==> config.mk <==
export PLATFORM = sky130hd
export DESIGN_NAME = mem_stage_flat
export DESIGN_NICKNAME = d
export VERILOG_FILES = /design/src/rtl/mem_stage_if.sv /design/src/rtl/mem_stage.sv /design/src/flat_wrapper.sv
export SDC_FILE = /design/constraint.sdc
export NUM_CORES = 1
export LEC_CHECK = 0
export CAP_MARGIN = 20
export CORE_MARGIN = 4
export CORE_UTILIZATION = 35
export CTS_CLUSTER_DIAMETER = 150
export CTS_CLUSTER_SIZE = 24
export DETAILED_ROUTE_END_ITERATION = 8
export PLACE_DENSITY = 0.87
export SLEW_MARGIN = 20
export SYNTH_ARGS = -nofsm -noshare
export SYNTH_HDL_FRONTEND = slang
export SYNTH_SLANG_ARGS = --single-unit
==> constraint.sdc <==
create_clock -name CLK -period 4.2 [get_ports CLK]
set_clock_uncertainty 0.15 [all_clocks]
set_input_delay 1.26 -clock CLK [delete_from_list [all_inputs] [get_ports CLK]]
set_output_delay 1.26 -clock CLK [all_outputs]
set_load 0.005 [all_outputs]
==> src/rtl/mem_stage_if.sv <==
// Data-memory request/grant/response port between the MEM stage and the data memory.
interface mem_stage_if;
  logic        dmem_req;
  logic        dmem_we;
  logic [31:0] dmem_addr;
  logic [31:0] dmem_wdata;
  logic        dmem_gnt;
  logic        dmem_rvalid;
  logic [31:0] dmem_rdata;

  // Pipeline side issues requests, memory side grants and responds.
  modport master (
    output dmem_req,
    output dmem_we,
    output dmem_addr,
    output dmem_wdata,
    input  dmem_gnt,
    input  dmem_rvalid,
    input  dmem_rdata
  );

  modport slave (
    input  dmem_req,
    input  dmem_we,
    input  dmem_addr,
    input  dmem_wdata,
    output dmem_gnt,
    output dmem_rvalid,
    output dmem_rdata
  );
endinterface

==> src/rtl/mem_stage.sv <==
// Memory-access pipeline stage: one word load/store per instruction, stalls
// the front of the pipe until the access completes, registers the WB bundle.
module mem_stage #(
  parameter int unsigned TIMEOUT_CYCLES = 255
) (
  input  logic        CLK,
  input  logic        RST_N,
  input  logic        Flush_ex,
  input  logic        Load_ex,
  input  logic        F_inst_ex,
  input  logic        RE_ex,
  input  logic        WE_ex,
  input  logic        WE_reg_ex,
  input  logic        WE_freg_ex,
  input  logic [4:0]  rd_addr_ex,
  input  logic [31:0] mem_addr_ex,
  input  logic [31:0] exe_result_ex,
  input  logic [31:0] op2_ex,
  mem_stage_if.master dmem,
  output logic        Stall_mem,
  output logic        WE_reg_mem,
  output logic        WE_freg_mem,
  output logic        F_inst_mem,
  output logic [4:0]  rd_addr_mem,
  output logic [31:0] wb_data_mem,
  output logic        misalign_err,
  output logic        mem_err
);

  localparam int unsigned CNT_W = 16;
  // Last wait-counter value before the access is abandoned.
  localparam logic [CNT_W-1:0] CNT_LAST = CNT_W'(TIMEOUT_CYCLES - 1);

  typedef enum logic [1:0] {
    IDLE = 2'd0,
    REQ  = 2'd1,
    RESP = 2'd2
  } state_t;

  state_t           state;
  logic [CNT_W-1:0] wait_cnt;

  logic any_rw;
  logic aligned;
  logic acc;
  logic misal;
  logic at_limit;
  logic done;
  logic tmo;
  logic req;
  logic wb_err;
  logic load_wb;

  // Access decode, completion and timeout detection for the current cycle.
  always_comb begin
    any_rw   = (RE_ex | WE_ex) & ~Flush_ex;
    aligned  = (mem_addr_ex[1:0] == 2'b00);
    acc      = any_rw & aligned;
    misal    = any_rw & ~aligned & (state == IDLE);
    at_limit = (wait_cnt == CNT_LAST);
    done     = 1'b1;
    tmo      = 1'b0;
    req      = 1'b0;
    case (state)
      IDLE: begin
        req  = acc;
        done = ~acc | (dmem.dmem_gnt & WE_ex);
      end
      REQ: begin
        req = 1'b1;
        if (dmem.dmem_gnt) begin
          done = WE_ex;
        end else begin
          tmo  = at_limit;
          done = at_limit;
        end
      end
      RESP: begin
        if (!dmem.dmem_rvalid) begin
          tmo  = at_limit;
          done = at_limit;
        end
      end
      default: begin
        done = 1'b1;
      end
    endcase
    wb_err  = misal | tmo;
    load_wb = Load_ex & ~WE_ex;
  end

  // Request side of the port; reset kills the request in the same cycle.
  assign dmem.dmem_req   = req & RST_N;
  assign dmem.dmem_we    = WE_ex;
  assign dmem.dmem_addr  = {mem_addr_ex[31:2], 2'b00};
  assign dmem.dmem_wdata = op2_ex;
  assign Stall_mem       = RST_N & ~done;

  // Access FSM and wait counter.
  always_ff @(posedge CLK) begin
    if (!RST_N) begin
      state    <= IDLE;
      wait_cnt <= '0;
    end else begin
      case (state)
        IDLE: begin
          if (acc && !(dmem.dmem_gnt && WE_ex)) begin
            state    <= dmem.dmem_gnt ? RESP : REQ;
            wait_cnt <= '0;
          end
        end
        REQ: begin
          if (dmem.dmem_gnt) begin
            state    <= WE_ex ? IDLE : RESP;
            wait_cnt <= '0;
          end else if (at_limit) begin
            state <= IDLE;
          end else begin
            wait_cnt <= wait_cnt + CNT_W'(1);
          end
        end
        RESP: begin
          if (dmem.dmem_rvalid || at_limit) begin
            state <= IDLE;
          end else begin
            wait_cnt <= wait_cnt + CNT_W'(1);
          end
        end
        default: begin
          state    <= IDLE;
          wait_cnt <= '0;
        end
      endcase
    end
  end

  // MEM/WB register plus error flags; a bubble is loaded while stalled.
  always_ff @(posedge CLK) begin
    if (!RST_N) begin
      WE_reg_mem   <= 1'b0;
      WE_freg_mem  <= 1'b0;
      F_inst_mem   <= 1'b0;
      rd_addr_mem  <= '0;
      wb_data_mem  <= '0;
      misalign_err <= 1'b0;
      mem_err      <= 1'b0;
    end else begin
      misalign_err <= misal;
      mem_err      <= mem_err | tmo;
      if (done) begin
        WE_reg_mem  <= WE_reg_ex & ~Flush_ex & ~wb_err;
        WE_freg_mem <= WE_freg_ex & ~Flush_ex & ~wb_err;
        F_inst_mem  <= F_inst_ex;
        rd_addr_mem <= rd_addr_ex;
        wb_data_mem <= load_wb ? dmem.dmem_rdata : exe_result_ex;
      end else begin
        WE_reg_mem  <= 1'b0;
        WE_freg_mem <= 1'b0;
      end
    end
  end

endmodule

==> src/flat_wrapper.sv <==
// flat-port wrapper written by rule: the top's interface ports become plain ports
module mem_stage_flat 
#(
  parameter int unsigned TIMEOUT_CYCLES = 255
)
  (CLK, RST_N, Flush_ex, Load_ex, F_inst_ex, RE_ex, WE_ex, WE_reg_ex, WE_freg_ex, rd_addr_ex, mem_addr_ex, exe_result_ex, op2_ex, Stall_mem, WE_reg_mem, WE_freg_mem, F_inst_mem, rd_addr_mem, wb_data_mem, misalign_err, mem_err, dmem_dmem_req, dmem_dmem_we, dmem_dmem_addr, dmem_dmem_wdata, dmem_dmem_gnt, dmem_dmem_rvalid, dmem_dmem_rdata);
  mem_stage_if dmem_i ();
  input  logic CLK;
  input  logic RST_N;
  input  logic Flush_ex;
  input  logic Load_ex;
  input  logic F_inst_ex;
  input  logic RE_ex;
  input  logic WE_ex;
  input  logic WE_reg_ex;
  input  logic WE_freg_ex;
  input  logic [4:0] rd_addr_ex;
  input  logic [31:0] mem_addr_ex;
  input  logic [31:0] exe_result_ex;
  input  logic [31:0] op2_ex;
  output logic Stall_mem;
  output logic WE_reg_mem;
  output logic WE_freg_mem;
  output logic F_inst_mem;
  output logic [4:0] rd_addr_mem;
  output logic [31:0] wb_data_mem;
  output logic misalign_err;
  output logic mem_err;
  output wire logic [$bits(dmem_i.dmem_req)-1:0] dmem_dmem_req;
  output wire logic [$bits(dmem_i.dmem_we)-1:0] dmem_dmem_we;
  output wire logic [$bits(dmem_i.dmem_addr)-1:0] dmem_dmem_addr;
  output wire logic [$bits(dmem_i.dmem_wdata)-1:0] dmem_dmem_wdata;
  input wire logic [$bits(dmem_i.dmem_gnt)-1:0] dmem_dmem_gnt;
  input wire logic [$bits(dmem_i.dmem_rvalid)-1:0] dmem_dmem_rvalid;
  input wire logic [$bits(dmem_i.dmem_rdata)-1:0] dmem_dmem_rdata;
  assign dmem_dmem_req = dmem_i.dmem_req;
  assign dmem_dmem_we = dmem_i.dmem_we;
  assign dmem_dmem_addr = dmem_i.dmem_addr;
  assign dmem_dmem_wdata = dmem_i.dmem_wdata;
  assign dmem_i.dmem_gnt = dmem_dmem_gnt;
  assign dmem_i.dmem_rvalid = dmem_dmem_rvalid;
  assign dmem_i.dmem_rdata = dmem_dmem_rdata;
  mem_stage #(.TIMEOUT_CYCLES(TIMEOUT_CYCLES)) u_core (.CLK(CLK), .RST_N(RST_N), .Flush_ex(Flush_ex), .Load_ex(Load_ex), .F_inst_ex(F_inst_ex), .RE_ex(RE_ex), .WE_ex(WE_ex), .WE_reg_ex(WE_reg_ex), .WE_freg_ex(WE_freg_ex), .rd_addr_ex(rd_addr_ex), .mem_addr_ex(mem_addr_ex), .exe_result_ex(exe_result_ex), .op2_ex(op2_ex), .dmem(dmem_i), .Stall_mem(Stall_mem), .WE_reg_mem(WE_reg_mem), .WE_freg_mem(WE_freg_mem), .F_inst_mem(F_inst_mem), .rd_addr_mem(rd_addr_mem), .wb_data_mem(wb_data_mem), .misalign_err(misalign_err), .mem_err(mem_err));
endmodule
==> impl_metrics.csv, run 1 <==
group,metric,value,unit
run,maxCapViolCount,0,
synthesis,ys.flop_type,"dfxtp_1",
floorplanning,start_util,0.360,
layout,area_delta_synth_final,34.0,%
grt,grt_max_degree,44,
critical_path,cp_num_buf_inv,2,
synthesis,syn_inst,384,
timing,maxClockFrequency,0.244,GHz
power_and_ir_drop,peakVddDrop,0.225,mV
synthesis,synth.area.top_cells,"dfxtp_1 34%, buf_4 14%, mux2i_1 11%",
routing,vias,2995,
synthesis,yosysUniqueCellTypes,47,
placement,hpwl,7950,um
critical_path,required,2790,ps
floorplanning,coreArea,9820,um2
clock_network,insertion_delay,330,ps
synthesis,synth_top_area_frac,0.340,
floorplanning,io_pins,253,
timing,slew_headroom,0.551,
critical_path,crit_chain,"dlygate4sd2_1 -> nor2b_1 -> o211ai_1 -> a21oi_1 -> a21oi_2 -> nor2_2 -> and2_1 -> clkdlybuf4s15_1",
synthesis,netlist_area,3540,um2
grt,grt_overflow,0,
routing,via_per_inst,5.07,
layout,n_fill_cell,969,
synthesis,synth_edf_count,0,
synthesis,ys_ff_latch,60,
floorplanning,design.die.area,11800,um2
synthesis,ys_async_sr_fraction,0,
layout,instances_no_fill,591,
synthesis,synth_top_area_cell,"dfxtp_1",
grt,grt_pass1_vias,3151,
clock_network,cts_tree,"done",
timing,finalMaxSlewViolations,0,
run_status,status,"completed",
clock_network,cts_buffer_depth,2,
synthesis,yosysWarnings,0,
routing,drtIter0Drc,81,
critical_path,max_stage_delay,320,ps
routing,wl_per_cell,17.9,um
clock_network,cts_buffers,9,
synthesis,yosysMostFrequentCell,"buf_4",
floorplanning,core.rowCount,36,
critical_path,crit_path_top_delay_cell,"o211ai_1",
timing,rsz0062_at_grt,"false",
timing,tightestPinTransition,674,ps
layout,drive_above_1_share,0.109,
placement,dpl_cell_area,4470,um2
placement,place.gp.congestion,0.820,
layout,n_antenna_cell,0,
timing,finalHoldViolations,0,
routing,firstDrtPassIters,4,
grt,antenna_found_initial,0,
timing,fin_crit,4100,ps
routing,drc_errors,0,
grt,grt_pass1_wl,15800,um
critical_path,crit_fanout,3,
power_and_ir_drop,powerDensity,408,nW/um2
min_path,hold_path.class,"flip-flop to flip-flop",
clock_network,ctsHoldBuffers,0,
critical_path,start_kind,"input port",
critical_path,cp.arrival,2690,ps
critical_path,cp-end-kind,"primary output",
timing,setup_viol,0,
layout,design_area,4740,um2
synthesis,ys_seq_area_frac,0.340,
synthesis,synth_common_cells,"66 x buf_4, 60 x dfxtp_1, 42 x o21ai_0",
placement,placed_cells,572,
clock_network,cts_sinks,60,
critical_path,critPathKind,"input port to primary output",
clock_network,root_buffer,"clkbuf_8",
clock_network,htreeDepth,3,
routing,antenna_left,0,
critical_path,cp_top_family,"compound AO/OA/AOI/OAI gates",
grt,grtUsageTotal,0.175,
floorplanning,fp.dieH,109,um
synthesis,synth_area_per_cell,9.21,um2
placement,io_buffers,126,
routing,drt-total-wl,10600,um
power_and_ir_drop,leakage,2.16,nW
clock_network,clk_pin_slew_worst_paths,70,ps
timing,finalCritPeriodShare,0.975,
floorplanning,die_w,109,um
layout,fin_nets,603,
-- cell families after synthesis --
kind of cell	count (synthesis)	share of synthesized area
AOI/OAI and AO/OA	99	0.205
xor gates and xnor gates	14	0.0347
adders and majority gates	6	0.0212
buffers and inverters	94	0.183
DFF	60	0.340
muxes	39	0.110
other	1	0.00106
and+or+nand+nor	71	0.106
-- cell type report --
cell class | count | area (um2) | share of cell area
well taps | 133 | 166 | 0.0351
multi-input cells | 231 | 1710 | 0.361
repair buffers | 145 | 1420 | 0.299
inverters | 6 | 22.5 | 0.00475
clock inverters | 3 | 42.5 | 0.00898
flip-flops and latches | 60 | 1200 | 0.254
clock buffers | 13 | 179 | 0.0378
-- stage by stage --
step	hold slack [ps]	setup WS, ps	TNS [ps]	util	power [mW]
finish	310	104	0	0.482	1.93
global route	339	40.6	0	0.482	2.05
CTS	315	-45.3	-45.3	0.479	1.96
detailed placement	304	-566	-736	0.456	1.37
global placement	295	-449	-594	0.456	1.35
floorplan	304	36.2	0	-	1.11
-- per-layer routing --
layer,vias to the layer above,GRT usage,wire length (um)
met4,0,0.0784,369
met5,-,0,0
met3,42,0.0800,1140
met2,145,0.311,5290
li1,1415,-,-
met1,1393,0.174,3790
-- report_power, final --
group	switching (mW)	internal (mW)
clock network	0.231	0.338
registers	0.0533	0.665
logic	0.283	0.361
-- cell usage in the layout (no fill, tap or decap), types with 3 or more instances in the layout --
cell type	n
o21a_1	3
clkbuf_8	13
nand2_1	19
dlymetal6s2s_1	3
ha_1	6
o211a_1	32
o211ai_1	5
o21ai_0	42
and4_1	3
dlygate4sd2_1	3
nor2b_1	6
mux2i_1	39
a21oi_1	4
and2_1	3
or2_2	3
nor2_1	20
buf_4	18
inv_1	6
dfxtp_1	60
clkdlybuf4s50_1	117
xor2_1	13
-- path summary, 6_finish.rpt --
path                        from            endpoint  slack (ps)  depth (start not counted)
min            u_core.F_inst_mem   u_core.F_inst_mem         310                          2
max                        RE_ex           Stall_mem         100                          8
max reg2reg  u_core.wait_cnt[12]  u_core.WE_freg_mem         840                          8
min reg2reg    u_core.F_inst_mem   u_core.F_inst_mem         310                          2
-- state kept, by name, indices dropped and copies added, names as in the netlist --
register and cells:
u_core.WE_freg_mem 1, u_core.misalign_err 1, u_core.wb_data_mem 32, u_core.mem_err 1
u_core.WE_reg_mem 1, u_core.wait_cnt 16, u_core.state 2, u_core.F_inst_mem 1
u_core.rd_addr_mem 5
-- worst min-delay path, stage by stage (launching register included) --
cell     delay [ps]
dfxtp_1         310
nand2_1          50
mux2i_1          50
-- timing repair --
item,CTS,global route
cloned,0,0
endpoints found under the setup margin,2,2
pin swaps,5,7
setup buffers,1,2
resized for setup,8,6
Note: power is estimated with default switching activity, not from simulation.
==> run 2, diff against run 1 <==
clock period = 4.7 ns   (was 4.2 ns; I/O delays follow)
==> run 2 against run 1 <==
Against the previous run: flip-flop and latch count unchanged; critical path depth unchanged; critical path type unchanged; core utilization down 0.76 points; clock power down 21%; combinational power down 11%; largest power group unchanged; sequential share of layout area up 0.41 points; final cell count down 0.51%; routed wire length down 2.2%; die area unchanged; final area down 1.6%; global-route usage down 0.57 points.
==> impl_metrics.csv, run 2 (same netlist as run 1, synthesis figures left out) <==
group,metric,value,unit
grt,grt_pass1_vias,3186,
layout,regMostFlops,"u_core.wb_data_mem",
clock_network,ctsHoldBuffers,0,
layout,design_area,4660,um2
critical_path,crit_path_top_delay_cell,"clkdlybuf4s50_1",
clock_network,cts_buffer_depth,2,
critical_path,max_stage_delay,420,ps
placement,io_buffers,126,
routing,firstDrtPassIters,4,
critical_path,start_kind,"input port",
clock_network,insertion_delay,320,ps
power_and_ir_drop,internal_power,1.16,mW
clock_network,cts_sinks,60,
power_and_ir_drop,power_frac_seq,0.385,
run,maxCapViolCount,0,
critical_path,required,3140,ps
power_and_ir_drop,peakVddDrop,0.184,mV
run_status,status,"completed",
timing,fin_crit,4560,ps
routing,via_per_inst,5.10,
floorplanning,design.die.area,11800,um2
layout,final_common_cell,"clkdlybuf4s50_1",
power_and_ir_drop,powerDensity,357,nW/um2
clock_network,cts_tree,"done",
routing,drt-total-wl,10300,um
layout,area_delta_synth_final,31.8,%
critical_path,critPathKind,"input port to primary output",
power_and_ir_drop,switching_power,0.506,mW
critical_path,cp-end-kind,"primary output",
floorplanning,die_w,109,um
placement,placed_cells,571,
routing,antenna_left,0,
critical_path,crit_fanout,3,
timing,finalHoldViolations,0,
routing,drtIter0Drc,96,
placement,hpwl,7760,um
timing,maxClockFrequency,0.219,GHz
clock_network,root_buffer,"clkbuf_8",
timing,setup_viol,0,
layout,final-seq-area,1200,um2
critical_path,crit_chain,"clkdlybuf4s50_1 -> nor2_1 -> o211ai_1 -> a211oi_2 -> a21oi_2 -> nor2_2 -> and2_1 -> dlygate4sd2_1",
timing,tightestPinTransition,882,ps
routing,drc_errors,0,
layout,most-common-layout-cells,"120 x clkdlybuf4s50_1, 60 x dfxtp_1, 42 x o21ai_0, 39 x mux2i_1, 32 x o211a_1",
layout,largest_reg_flops,32,
layout,n_antenna_cell,0,
layout,fin_nets,600,
clock_network,cts_buffers,9,
timing,finalMaxSlewViolations,0,
layout,multi_input_area,1710,um2
layout,n_fill_cell,947,
grt,grt_overflow,0,
clock_network,htreeDepth,3,
routing,wl_per_cell,17.6,um
timing,finalCritPeriodShare,0.971,
power_and_ir_drop,p_sw_frac,0.304,
layout,layout_top_registers,"u_core.wb_data_mem x32, u_core.wait_cnt x16, u_core.rd_addr_mem x5",
floorplanning,core.rowCount,36,
floorplanning,coreArea,9820,um2
grt,antenna_found_initial,1,
floorplanning,fp.dieH,109,um
floorplanning,start_util,0.360,
layout,instances_no_fill,588,
grt,grt_max_degree,38,
layout,drive_above_1_share,0.0967,
clock_network,clk_pin_slew_worst_paths,70,ps
power_and_ir_drop,p_clk_frac,0.269,
placement,dpl_cell_area,4450,um2
power_and_ir_drop,leakage,2.11,nW
placement,place.gp.congestion,0.759,
routing,vias,3000,
critical_path,cp.arrival,3000,ps
timing,slew_headroom,0.412,
power_and_ir_drop,power.share.combinational,0.346,
min_path,hold_path.class,"flip-flop to flip-flop",
grt,grt_pass1_wl,15500,um
layout,post-route-util,0.475,
grt,grtUsageTotal,0.169,
timing,rsz0062_at_grt,"false",
floorplanning,io_pins,253,
==> run 2: changes by cell type in the layout (fill, tap and decap cells not counted), moves of 2 or more <==
cell             change
clkbuf_8             -4
clkdlybuf4s50_1      +3
buf_4                -2
clkbuf_1             +2
clkdlybuf4s15_1      -2
clkinv_2             +2
==> run 2: repair_timing <==
action                                  CTS  global route
pin swaps                                 3             6
gates resized for setup                   4             4
hold endpoints to repair                  0             0
endpoints found under the setup margin    1             2
setup buffers                             0             1
==> run 2: critical path, delay by kind of cell <==
kind,cells,cell delay (ps)
buffers and inverters,2,650
and+or+nand+nor,3,390
AOI/OAI and AO/OA,3,550
==> run 2: layout make-up <==
type | instances | area share
multi-input combinational | 231 | 0.366
timing repair buffer | 142 | 0.296
sequential | 60 | 0.258
tap | 133 | 0.0357
clock buffer | 11 | 0.0282
clock inverter | 5 | 0.0113
inverter | 6 | 0.00483
==> run 2: power groups by stage <==
stage | sequential [mW] | clock [mW] | combinational (mW)
3_5_place_dp | 0.650 | 0 | 0.576
2_1_floorplan | 0.654 | 0 | 0.336
3_3_place_gp | 0.645 | 0 | 0.559
6_report | 0.640 | 0.448 | 0.576
4_1_cts | 0.640 | 0.467 | 0.579
5_1_grt | 0.650 | 0.495 | 0.628
==> run 2: layer usage <==
layer / share of wire / up-vias / global-route usage
met2: 0.49 / 121 / 0.296
met3: 0.092 / 41 / 0.0746
li1: - / 1417 / -
met1: 0.38 / 1419 / 0.172
met5: 0.00077 / - / 0
met4: 0.037 / 2 / 0.0830
==> run 2: metrics by stage <==
step / hold slack [ps] / setup slack [ps] / TNS, ps / power (mW)
global route: 355 / 29.8 / 0 / 1.77
global placement: 294 / -217 / -217 / 1.20
detailed placement: 308 / -273 / -273 / 1.23
floorplan: 304 / 236 / 0 / 0.991
CTS: 319 / 54.0 / 0 / 1.69
finish: 312 / 136 / 0 / 1.66
==> run 2: worst paths after layout <==
kind / endpoint / slack (ps) / startpoint / depth (start not counted)
setup / recovery: Stall_mem / 140 / mem_addr_ex[1] / 8
hold / removal: u_core.rd_addr_mem[0] / 310 / u_core.rd_addr_mem[0] / 2
setup reg to reg: u_core.WE_freg_mem / 1330 / u_core.wait_cnt[8] / 8
hold reg to reg: u_core.rd_addr_mem[0] / 310 / u_core.rd_addr_mem[0] / 2
==> run 3, diff against run 2 <==
==> constraint.sdc (replaced) <==
create_clock -name CLK -period 4.7 [get_ports CLK]
set_clock_uncertainty 0.15 [all_clocks]
set_input_delay 0.47 -clock CLK [delete_from_list [all_inputs] [get_ports CLK]]
set_output_delay 0.47 -clock CLK [all_outputs]
set_load 0.005 [all_outputs]
==> run 3 against run 2 <==
Against the previous run: setup slack better by 1100 ps; combinational power down 4.2%; register-to-register slack better by 170 ps; routed wire length down 7.6%; first-iteration DRC count unchanged; fmax up 30%; final cell count down 2.2%; flip-flop and latch count unchanged.
==> impl_metrics.csv, run 3 (same netlist as run 1, synthesis figures left out) <==
group,metric,value,unit
grt,grt_pass1_vias,3020,
floorplanning,design.die.area,11800,um2
grt,grt_pass1_wl,14800,um
timing,finalCritPeriodShare,0.747,
routing,drt-total-wl,9560,um
layout,fin_nets,587,
placement,placed_cells,559,
critical_path,required,4080,ps
power_and_ir_drop,leakage,2.01,nW
placement,io_buffers,126,
power_and_ir_drop,powerDensity,358,nW/um2
min_path,hold_path.class,"flip-flop to flip-flop",
clock_network,htreeDepth,3,
power_and_ir_drop,internal_power,1.14,mW
grt,antenna_found_initial,0,
layout,final-seq-area,1200,um2
timing,fin_tns_setup,0,ps
clock_network,cts_buffer_depth,2,
layout,drive_above_1_share,0.0679,
layout,regMostFlops,"u_core.wb_data_mem",
routing,wl_per_cell,16.6,um
timing,maxClockFrequency,0.285,GHz
layout,instances_no_fill,575,
run,maxCapViolCount,0,
layout,area_delta_synth_final,28.9,%
timing,setup_viol,0,
placement,place.gp.congestion,0.790,
placement,detailedPlace.worstSlack,1220,ps
clock_network,cts.repair.resized,0,
floorplanning,io_pins,253,
power_and_ir_drop,p_sw_frac,0.300,
critical_path,cp.arrival,2890,ps
power_and_ir_drop,power_frac_seq,0.396,
clock_network,cts_tree,"done",
clock_network,cts_sinks,60,
timing,finalHoldViolations,0,
power_and_ir_drop,p_clk_frac,0.265,
layout,final_common_cell,"clkdlybuf4s50_1",
routing,antenna_left,0,
layout,most-common-layout-cells,"125 x clkdlybuf4s50_1, 60 x dfxtp_1, 42 x o21ai_0, 39 x mux2i_1, 32 x o211a_1",
timing,rsz0062_at_grt,"false",
floorplanning,coreArea,9820,um2
floorplanning,start_util,0.360,
clock_network,ctsHoldBuffers,0,
clock_network,insertion_delay,320,ps
run_status,status,"completed",
clock_network,cts_buffers,9,
routing,vias,2908,
power_and_ir_drop,power.share.combinational,0.339,
floorplanning,core.rowCount,36,
critical_path,cp-end-kind,"primary output",
power_and_ir_drop,total_power,1.63,mW
critical_path,crit_fanout,7,
timing,fin_ws,1190,ps
timing,tightestPinTransition,1080,ps
layout,largest_reg_flops,32,
layout,multi_input_area,1700,um2
critical_path,critPathKind,"input port to primary output",
routing,drc_errors,0,
clock_network,root_buffer,"clkbuf_8",
grt,grt_max_degree,53,
floorplanning,die_w,109,um
clock_network,clk_pin_slew_worst_paths,60,ps
routing,drtIter0Drc,96,
routing,met3WireLength,879,um
routing,wl_met1,3740,um
layout,n_fill_cell,938,
routing,firstDrtPassIters,4,
timing,slew_headroom,0.281,
layout,layout_top_registers,"u_core.wb_data_mem x32, u_core.wait_cnt x16, u_core.rd_addr_mem x5",
placement,hpwl,7260,um
routing,met2_length,4670,um
power_and_ir_drop,peakVddDrop,0.143,mV
layout,n_antenna_cell,0,
timing,finalMaxSlewViolations,0,
floorplanning,fp.dieH,109,um
power_and_ir_drop,switching_power,0.488,mW
clock_network,cts_setup_buffers,0,
grt,grtUsageTotal,0.160,
grt,grt_overflow,0,
timing,fin_crit,3510,ps
critical_path,start_kind,"input port",
routing,top_layer,"met4",
routing,via_per_inst,5.06,
-- run 3: stage by stage --
| stage | area, um2 | hold slack, ps | utilization |
|---|---|---|---|
| detailed placement | 4360 | 310 | 0.444 |
| finish | 4560 | 311 | 0.464 |
| CTS | 4550 | 318 | 0.464 |
| global placement | 4360 | 295 | 0.444 |
| global route | 4560 | 345 | 0.464 |
| floorplan | 3540 | 304 | - |
-- run 3: final cells by class --
type / count / area share
Clock buffer: 13 / 0.0371
Sequential cell: 60 / 0.264
Inverter: 6 / 0.00494
Tap cell: 133 / 0.0365
Clock inverter: 3 / 0.00439
Multi-Input combinational cell: 231 / 0.373
Timing Repair Buffer: 129 / 0.281
-- run 3: path summary, 6_finish.rpt --
| kind | depth (start not counted) | slack (ps) | to | startpoint |
|---|---|---|---|---|
| worst max-delay path | 9 | 1190 | Stall_mem | WE_ex |
| worst min-delay path | 2 | 310 | u_core.F_inst_mem | u_core.F_inst_mem |
| worst max register to register | 7 | 1500 | u_core.WE_freg_mem | u_core.wait_cnt[8] |
| worst min register to register | 2 | 310 | u_core.F_inst_mem | u_core.F_inst_mem |
-- run 3: power groups by stage --
| stage | sequential [mW] | combinational, mW | clock [mW] |
|---|---|---|---|
| after floorplan | 0.654 | 0.336 | 0 |
| after global placement | 0.651 | 0.544 | 0 |
| after detailed placement | 0.653 | 0.557 | 0 |
| after CTS | 0.645 | 0.560 | 0.445 |
| after global routing | 0.654 | 0.606 | 0.472 |
| final | 0.646 | 0.552 | 0.432 |
-- run 3: worst max-delay path, cell delays in order --
cell and delay (ps):
clkdlybuf4s50_1 520, nor2b_1 190, o211ai_1 510, a21oi_1 170, a21oi_2 170, nor2_1 70, buf_4 200, and2_1 150
clkdlybuf4s50_1 440
-- run 3: per-layer routing --
layer / global-route usage / up-vias
met5: 0 / -
met4: 0.0757 / 0
met3: 0.0585 / 37
met2: 0.265 / 119
met1: 0.182 / 1367
li1: - / 1385
